### config.mk
export PLATFORM = sky130hd
export DESIGN_NAME = idli_nibw_m
export DESIGN_NICKNAME = d
export VERILOG_FILES = /design/src/rtl/idli_nibw_m.sv
export SDC_FILE = /design/constraint.sdc
export NUM_CORES = 1
export LEC_CHECK = 0
export ABC_AREA = 1
export CAP_MARGIN = 20
export CORE_ASPECT_RATIO = 0.8
export CORE_MARGIN = 4
export CORE_UTILIZATION = 34
export CTS_BUF_LIST = sky130_fd_sc_hd__clkbuf_2 sky130_fd_sc_hd__clkbuf_4 sky130_fd_sc_hd__clkbuf_8
export CTS_CLUSTER_SIZE = 20
export DETAILED_ROUTE_END_ITERATION = 10
export GPL_ROUTABILITY_DRIVEN = 0
export GPL_TIMING_DRIVEN = 1
export PLACE_DENSITY = 0.59
export SYNTH_ARGS = -nofsm -noshare
export SYNTH_HDL_FRONTEND = slang
export SYNTH_SLANG_ARGS = --single-unit
### constraint.sdc
create_clock -name i_ctrl_gck -period 2.15 [get_ports i_ctrl_gck]
set_input_delay 0.43 -clock i_ctrl_gck [delete_from_list [all_inputs] [get_ports i_ctrl_gck]]
set_output_delay 0.43 -clock i_ctrl_gck [all_outputs]
set_load 0.01 [all_outputs]
### src/rtl/idli_nibw_m.sv
// idli_nibw_m: nibble<->word adapter framed by the 2-bit cycle counter (RX assembles, TX serialises).
// Optional counter checker enabled by defining IDLI_NIBW_CHK_EN; otherwise o_ctr_err is tied low.
module idli_nibw_m #(
  parameter int NIB_W = 4
) (
  input  logic               i_ctrl_gck,
  input  logic               i_ctrl_rst_n,
  input  logic [1:0]         i_ctr,
  input  logic               i_ctr_last_cycle,
  input  logic               i_rx_nib_vld,
  input  logic [NIB_W-1:0]   i_rx_nib,
  output logic               o_rx_word_vld,
  input  logic               i_rx_word_rdy,
  output logic [4*NIB_W-1:0] o_rx_word,
  output logic               o_rx_err,
  input  logic               i_tx_word_vld,
  output logic               o_tx_word_rdy,
  input  logic [4*NIB_W-1:0] i_tx_word,
  output logic               o_tx_nib_vld,
  output logic [NIB_W-1:0]   o_tx_nib,
  output logic               o_ctr_err
);
  localparam int W = 4 * NIB_W;
  typedef enum logic [1:0] {RX_IDLE, RX_FILL, RX_HOLD} rx_st_e;
  typedef enum logic [1:0] {TX_IDLE, TX_ARMED, TX_SEND} tx_st_e;
  rx_st_e         rx_st_q, rx_st_d;
  logic [W-1:0]   rx_word_q, rx_word_d;
  logic           rx_err_q, rx_err_d;
  tx_st_e         tx_st_q, tx_st_d;
  logic [W-1:0]   tx_word_q, tx_word_d;
  logic           rx_sof, tx_acc;
  assign rx_sof = i_rx_nib_vld && i_ctr == 2'd0;
  assign tx_acc = i_tx_word_vld && o_tx_word_rdy;
  always_comb begin
    rx_st_d   = rx_st_q;
    rx_word_d = rx_word_q;
    rx_err_d  = 1'b0;
    case (rx_st_q)
      RX_IDLE: if (rx_sof) begin
        rx_word_d[NIB_W-1:0] = i_rx_nib;
        rx_st_d = RX_FILL;
      end
      RX_FILL: if (!i_rx_nib_vld) begin
        rx_err_d = 1'b1;
        rx_st_d  = RX_IDLE;
      end else begin
        rx_word_d[i_ctr*NIB_W +: NIB_W] = i_rx_nib;
        rx_st_d = i_ctr == 2'd3 ? RX_HOLD : RX_FILL;
      end
      RX_HOLD: if (i_rx_word_rdy) begin
        rx_st_d = rx_sof ? RX_FILL : RX_IDLE;
        if (rx_sof) rx_word_d[NIB_W-1:0] = i_rx_nib;
      end else begin
        rx_err_d = rx_sof;
      end
      default: rx_st_d = RX_IDLE;
    endcase
  end
  // A word handshaken at ctr==3 of SEND re-arms so its nibble 0 follows with no gap.
  always_comb begin
    tx_st_d   = tx_st_q;
    tx_word_d = tx_acc ? i_tx_word : tx_word_q;
    case (tx_st_q)
      TX_IDLE:  tx_st_d = tx_acc ? TX_ARMED : TX_IDLE;
      TX_ARMED: tx_st_d = i_ctr == 2'd0 ? TX_SEND : TX_ARMED;
      TX_SEND:  tx_st_d = i_ctr != 2'd3 ? TX_SEND : tx_acc ? TX_ARMED : TX_IDLE;
      default:  tx_st_d = TX_IDLE;
    endcase
  end
  always_ff @(posedge i_ctrl_gck or negedge i_ctrl_rst_n) begin
    if (!i_ctrl_rst_n) begin
      rx_st_q   <= RX_IDLE;
      rx_word_q <= '0;
      rx_err_q  <= 1'b0;
      tx_st_q   <= TX_IDLE;
      tx_word_q <= '0;
    end else begin
      rx_st_q   <= rx_st_d;
      rx_word_q <= rx_word_d;
      rx_err_q  <= rx_err_d;
      tx_st_q   <= tx_st_d;
      tx_word_q <= tx_word_d;
    end
  end
  assign o_rx_word_vld = rx_st_q == RX_HOLD;
  assign o_rx_word     = rx_word_q;
  assign o_rx_err      = rx_err_q;
  assign o_tx_word_rdy = tx_st_q == TX_IDLE || (tx_st_q == TX_SEND && i_ctr == 2'd3);
  assign o_tx_nib_vld  = tx_st_q == TX_SEND || (tx_st_q == TX_ARMED && i_ctr == 2'd0);
  assign o_tx_nib      = o_tx_nib_vld ? tx_word_q[i_ctr*NIB_W +: NIB_W] : '0;
`ifdef IDLI_NIBW_CHK_EN
  logic       chk_arm_q;
  logic [1:0] ctr_prev_q;
  logic       ctr_err_q, ctr_err_d;
  // The increment check needs one sampled counter value, so the first cycle after reset is exempt.
  always_comb begin
    ctr_err_d = ctr_err_q || (i_ctr_last_cycle != (i_ctr == 2'd3)) ||
                (chk_arm_q && i_ctr != ctr_prev_q + 2'd1);
  end
  always_ff @(posedge i_ctrl_gck or negedge i_ctrl_rst_n) begin
    if (!i_ctrl_rst_n) begin
      chk_arm_q  <= 1'b0;
      ctr_prev_q <= 2'd0;
      ctr_err_q  <= 1'b0;
    end else begin
      chk_arm_q  <= 1'b1;
      ctr_prev_q <= i_ctr;
      ctr_err_q  <= ctr_err_d;
    end
  end
  assign o_ctr_err = ctr_err_q;
`else
  logic unused_last;
  assign unused_last = i_ctr_last_cycle;
  assign o_ctr_err   = 1'b0;
`endif
endmodule

Word level (Yosys, flattened, before mapping):

Cells that the tools add are included.

* register bits: 37
* bits in latches: 0
* bits in writable memories: 0
* bits in read-only memories: 0
* word-level logic and storage cells: 51
* memories: 0

* $add $sub $neg: 1
* multipliers: 0
* divide/modulo/power cells: 0
* $lt $le $gt $ge: 0
* equal/unequal tests: 9
* shift operators: 3
* mux-type cells: 19
* bitwise gates (word level): 0
* reduce and logical (&&, ||, !) cells: 13

Operator list (count)
* 4-bit negator with 34-bit output: 1
* 4-bit by 34-bit variable shift with 16-bit output, first input constant: 1
* 4-bit by 34-bit variable part select with 16-bit output: 1
* 16-bit bitwise mux: 1
* 4-bit two-way mux: 4
* 16-bit by 5-bit variable part select with 4-bit output: 1
* 2-bit two-way mux: 6
* 2-bit case mux with 3 select lines: 2
* 4-bit case mux with 3 select lines: 1
* 2-bit == test, second input constant: 3
* 2-bit zero test: 3
* 2-bit != test, second input constant: 3
* 2-bit by 1-bit == test with 1-bit output, second input constant: 2
* 1-bit logical AND: 4
* 1-bit two-way mux: 4
* 2-bit AND reduction: 2
* 3-bit AND reduction: 1
* 3-bit nonzero test: 1
* 1-bit logical OR: 2
* 2-bit by 1-bit != test with 1-bit output, second input constant: 1
* 1-bit case mux with 2 select lines: 1

Longest topological paths before layout:

* word-level depth: 7
* gate-level depth with buffers: 10
* depth with buffers taken out: 9

Worst setup path before layout:

No wires, ideal clock.

* kind: in2out
* start point: in i_ctr[0]
* end point: out o_tx_nib_vld
* arrival time: 1.318 ns
* slack: 0.402 ns
* stages: 6
* cells stage by stage: clkinv_1 -> ha_1 -> buf_4 -> nand3_1 -> and2_1 -> inv_1

* word-level cells in the longest chain between the ends: 3

Ends and longest elaborated chain
* start: declaration: line 8 `input logic [1:0] i_ctr,`
* 2-bit zero test: line 89 `assign o_tx_nib_vld = tx_st_q == TX_SEND || (tx_st_q == TX_ARMED && i_ctr == 2'd0);`
* 1-bit logical AND: line 89
* 1-bit logical OR: line 89
* end: declaration: line 19 `output logic o_tx_nib_vld,`

No other way between the ends.

Final worst setup path:

* start point: reg rx_st_q[0]
* end point: out o_rx_word_vld

* word-level cells in the longest chain between the ends: 1

Ends and longest elaborated chain
* start: declaration: line 26 `rx_st_e rx_st_q, rx_st_d;`
* start signal: assignment: line 78 `rx_st_q <= rx_st_d;`
* 2-bit == test: line 85 `assign o_rx_word_vld = rx_st_q == RX_HOLD;`
* end: declaration: line 12 `output logic o_rx_word_vld,`

No other way between the ends.

==> impl_metrics.tcl <==
set metrics [dict create \
    hold_path_depth 2 \
    antenna_left 0 \
    wl_met1_um 2420 \
    cts_hold_buffers 0 \
    clock_skew_ps 9.21 \
    slew_violations 0 \
    cp-start-kind "flip-flop" \
    routed-wl-met3_um 211 \
    instances_no_fill 376 \
    fp.dieH_um 74.8 \
    crit_chain "inv_1 -> ha_1 -> clkdlybuf4s50_1" \
    rr_worst_depth 6 \
    worstReg2RegStart "rx_st_q[1]" \
    vdd_ir_drop_max_v 0.000489 \
    outcome "finished clean" \
    setup_viol 0 \
    max_freq_ghz 0.493 \
    yosysTopAreaCell "dfrtp_1" \
    die-area_um2 6840 \
    post_cts.repair.setup_buffers 0 \
    timing.final.ws_setup_ps 120 \
    grt_max_degree 38 \
    place_inst 368 \
    grt_antenna_before_repair 0 \
    cts_buffer_depth 2 \
    numCtsBuffers 5 \
    layout-drive-gt1-share 0.107 \
    met2WireLength_um 2000 \
    cp_top_family "buffers and inverters" \
    hold_class "flip-flop to flip-flop" \
    ys_warn_count 0 \
    final_util 0.479 \
    syn_area_um2 1890 \
    ys_ff_latch 37 \
    highest_layer "met4" \
    p_per_area_nw_per_um2 1080 \
    cts_tree "yes" \
    core_um2 5440 \
    route.final.wire_length_um 4680 \
    power_w 0.00280 \
    worst-path-max-fanout 5 \
    seq_area_frac_synth 0.489 \
    yosys.area.top_type_share 0.489 \
    initial_core_util 0.349 \
    nets 333 \
    wire_per_inst_um 12.4 \
    drt-initial-drc-count 92 \
    cts_sinks 37 \
    ys_top_cells_by_area "dfrtp_1, nand2_1, o21ai_0" \
    h-tree-depth 2 \
    grt_use_total 0.147 \
    grt_pass1_wl_um 7910 \
    crit_start "rx_st_q[0]" \
    worst_path_max_delay_cell "clkdlybuf4s50_1" \
    syn_area_per_cell_um2 7.93 \
    vias 1700 \
    syn_nets 275 \
    grt_pass1_vias 1619 \
    dpl.hpwl_um 3610 \
    endpoint "o_rx_word_vld" \
    design_area_um2 2600 \
    hold_viol_final 0 \
    r2r_slack_ps 520 \
    io_pins 53 \
    drc 0 \
    diodes 0 \
    synthDistinctLibCells 20 \
    die_x_um 91.5 \
    rows 24 \
    crit_type "flip-flop to output port" \
    io_buffers 50 \
    clk_latency_ps 290 \
    critical_path_arrival_ps 1600 \
    path_buf_inv 2 \
    grt.overflow.total 0 \
    syn2layout_area_growth_pct 37.5 \
    clockRootBuffer "clkbuf_8" \
    slowest_delay_ps 560 \
    dp_slack_ps -436 \
    rsz0062_at_grt "false" \
    timing.final.crit_share 0.944 \
    cap_viol_max_count 0 \
    postSynthCellCount 239 \
    required_ps 1720 \
    r2r-end "o_rx_word[7]" \
    drt-pass1-iter-count 4 \
    power_leakage_nw 1.28 \
    cp-end-kind "output port" \
    finalCriticalPeriod_ps 2030 \
    worst-path-stages 3 \
    avgViaCountPerCell 4.52 \
    clk_pin_slew_ps 70 \
    placed_area_um2 2510 \
]
cells in the mapped netlist (all sizes together):
library cell   n
clkbuf         2
inv           16
buf            7
clkinv         1
and2           1
a21oi         10
nand2         70
o21ai         31
nand4          2
nor2          27
ha             8
nand3         24
conb           1
a21boi         2
dfrtp         37
metrics by stage:
| stage | hold slack [ps] | setup TNS (ps) |
|---|---|---|
| floorplan | 134 | 0 |
| global placement | 452 | -3860 |
| global route | 494 | 0 |
| CTS | 474 | 0 |
| finish | 471 | 0 |
| detailed placement | 458 | -4200 |
metal layers:
metal | track usage | vias up
met5 | 0 | -
met4 | 0.0452 | 0
met3 | 0.0350 | 7
met2 | 0.215 | 31
met1 | 0.215 | 774
li1 | - | 888
where the power goes:
part | total, W | leakage (nW) | internal [W] | switching (W)
logic | 0.00118 | 0.757 | 0.000536 | 0.000639
clock network | 0.000481 | 0.0484 | 0.000237 | 0.000244
registers | 0.00114 | 0.477 | 0.000971 | 0.000173
total | 0.00280 | 1.28 | 0.00174 | 0.00106
cells by family (layout without fill, tap and decap cells):
| kind of cell | Yosys count | count (layout) | synth area share |
|---|---|---|---|
| AND/OR/NAND/NOR | 124 | 124 | 0.269 |
| AO/OA/AOI/OAI | 43 | 43 | 0.122 |
| flip-flops | 37 | 37 | 0.489 |
| buffers and inverters | 26 | 85 | 0.0647 |
| adder cells (fa/ha/maj) | 8 | 8 | 0.0528 |
| other | 1 | 1 | 0.00198 |
worst reg2reg max path, stage by stage (launching register included):
cell     delay [ps]
dfrtp_1         410
inv_1           100
ha_1            300
nand2_1         240
buf_4           220
o21ai_0         120
o21ai_0         120
layout by cell type, fill, tap and decap left out:
cell type / instances
nand2_4: 1
clkinv_2: 2
inv_2: 2
nor2_1: 27
dlymetal6s2s_1: 1
a21boi_0: 2
ha_4: 1
clkinv_1: 1
nand3_1: 24
buf_6: 1
and2_4: 1
clkbuf_4: 1
clkdlybuf4s15_2: 2
ha_1: 6
buf_4: 9
inv_1: 14
ha_2: 1
a21oi_4: 1
clkbuf_8: 5
a21oi_2: 1
dfrtp_1: 37
conb_1: 1
nand2_1: 69
dlygate4sd2_1: 1
buf_2: 4
a21oi_1: 8
nand4_1: 2
o21ai_0: 31
clkdlybuf4s50_1: 42
cell type report:
type / instances / area (um^2)
Timing Repair Buffer: 60 / 563
Sequential cell: 37 / 926
Multi-Input combinational cell: 176 / 867
Inverter: 17 / 63.8
Clock buffer: 6 / 76.3
Clock inverter: 2 / 10.0
Fill cell: 557 / 2830
Tap cell: 78 / 97.6
flip-flops by register name (all words and copies together) (netlist names):
name,count
tx_st_q,2
tx_word_q,16
o_rx_word,16
o_rx_err,1
rx_st_q,2
how the worst min path moves through the flow:
stage	startpoint	end	slack [ps]
2_1_floorplan	i_ctrl_rst_n	o_rx_err	130
3_3_place_gp	tx_word_q[12]	tx_word_q[12]	450
3_5_place_dp	tx_word_q[12]	tx_word_q[12]	460
4_1_cts	tx_word_q[12]	tx_word_q[12]	470
5_1_grt	tx_word_q[2]	tx_word_q[2]	490
6_report	tx_word_q[12]	tx_word_q[12]	470
what timing repair did:
item / CTS / global route
setup endpoints to repair: 6 / 6
pin swaps: 1 / 1
resized for setup: 27 / 5
Note: power is estimated with default switching activity, not from simulation.
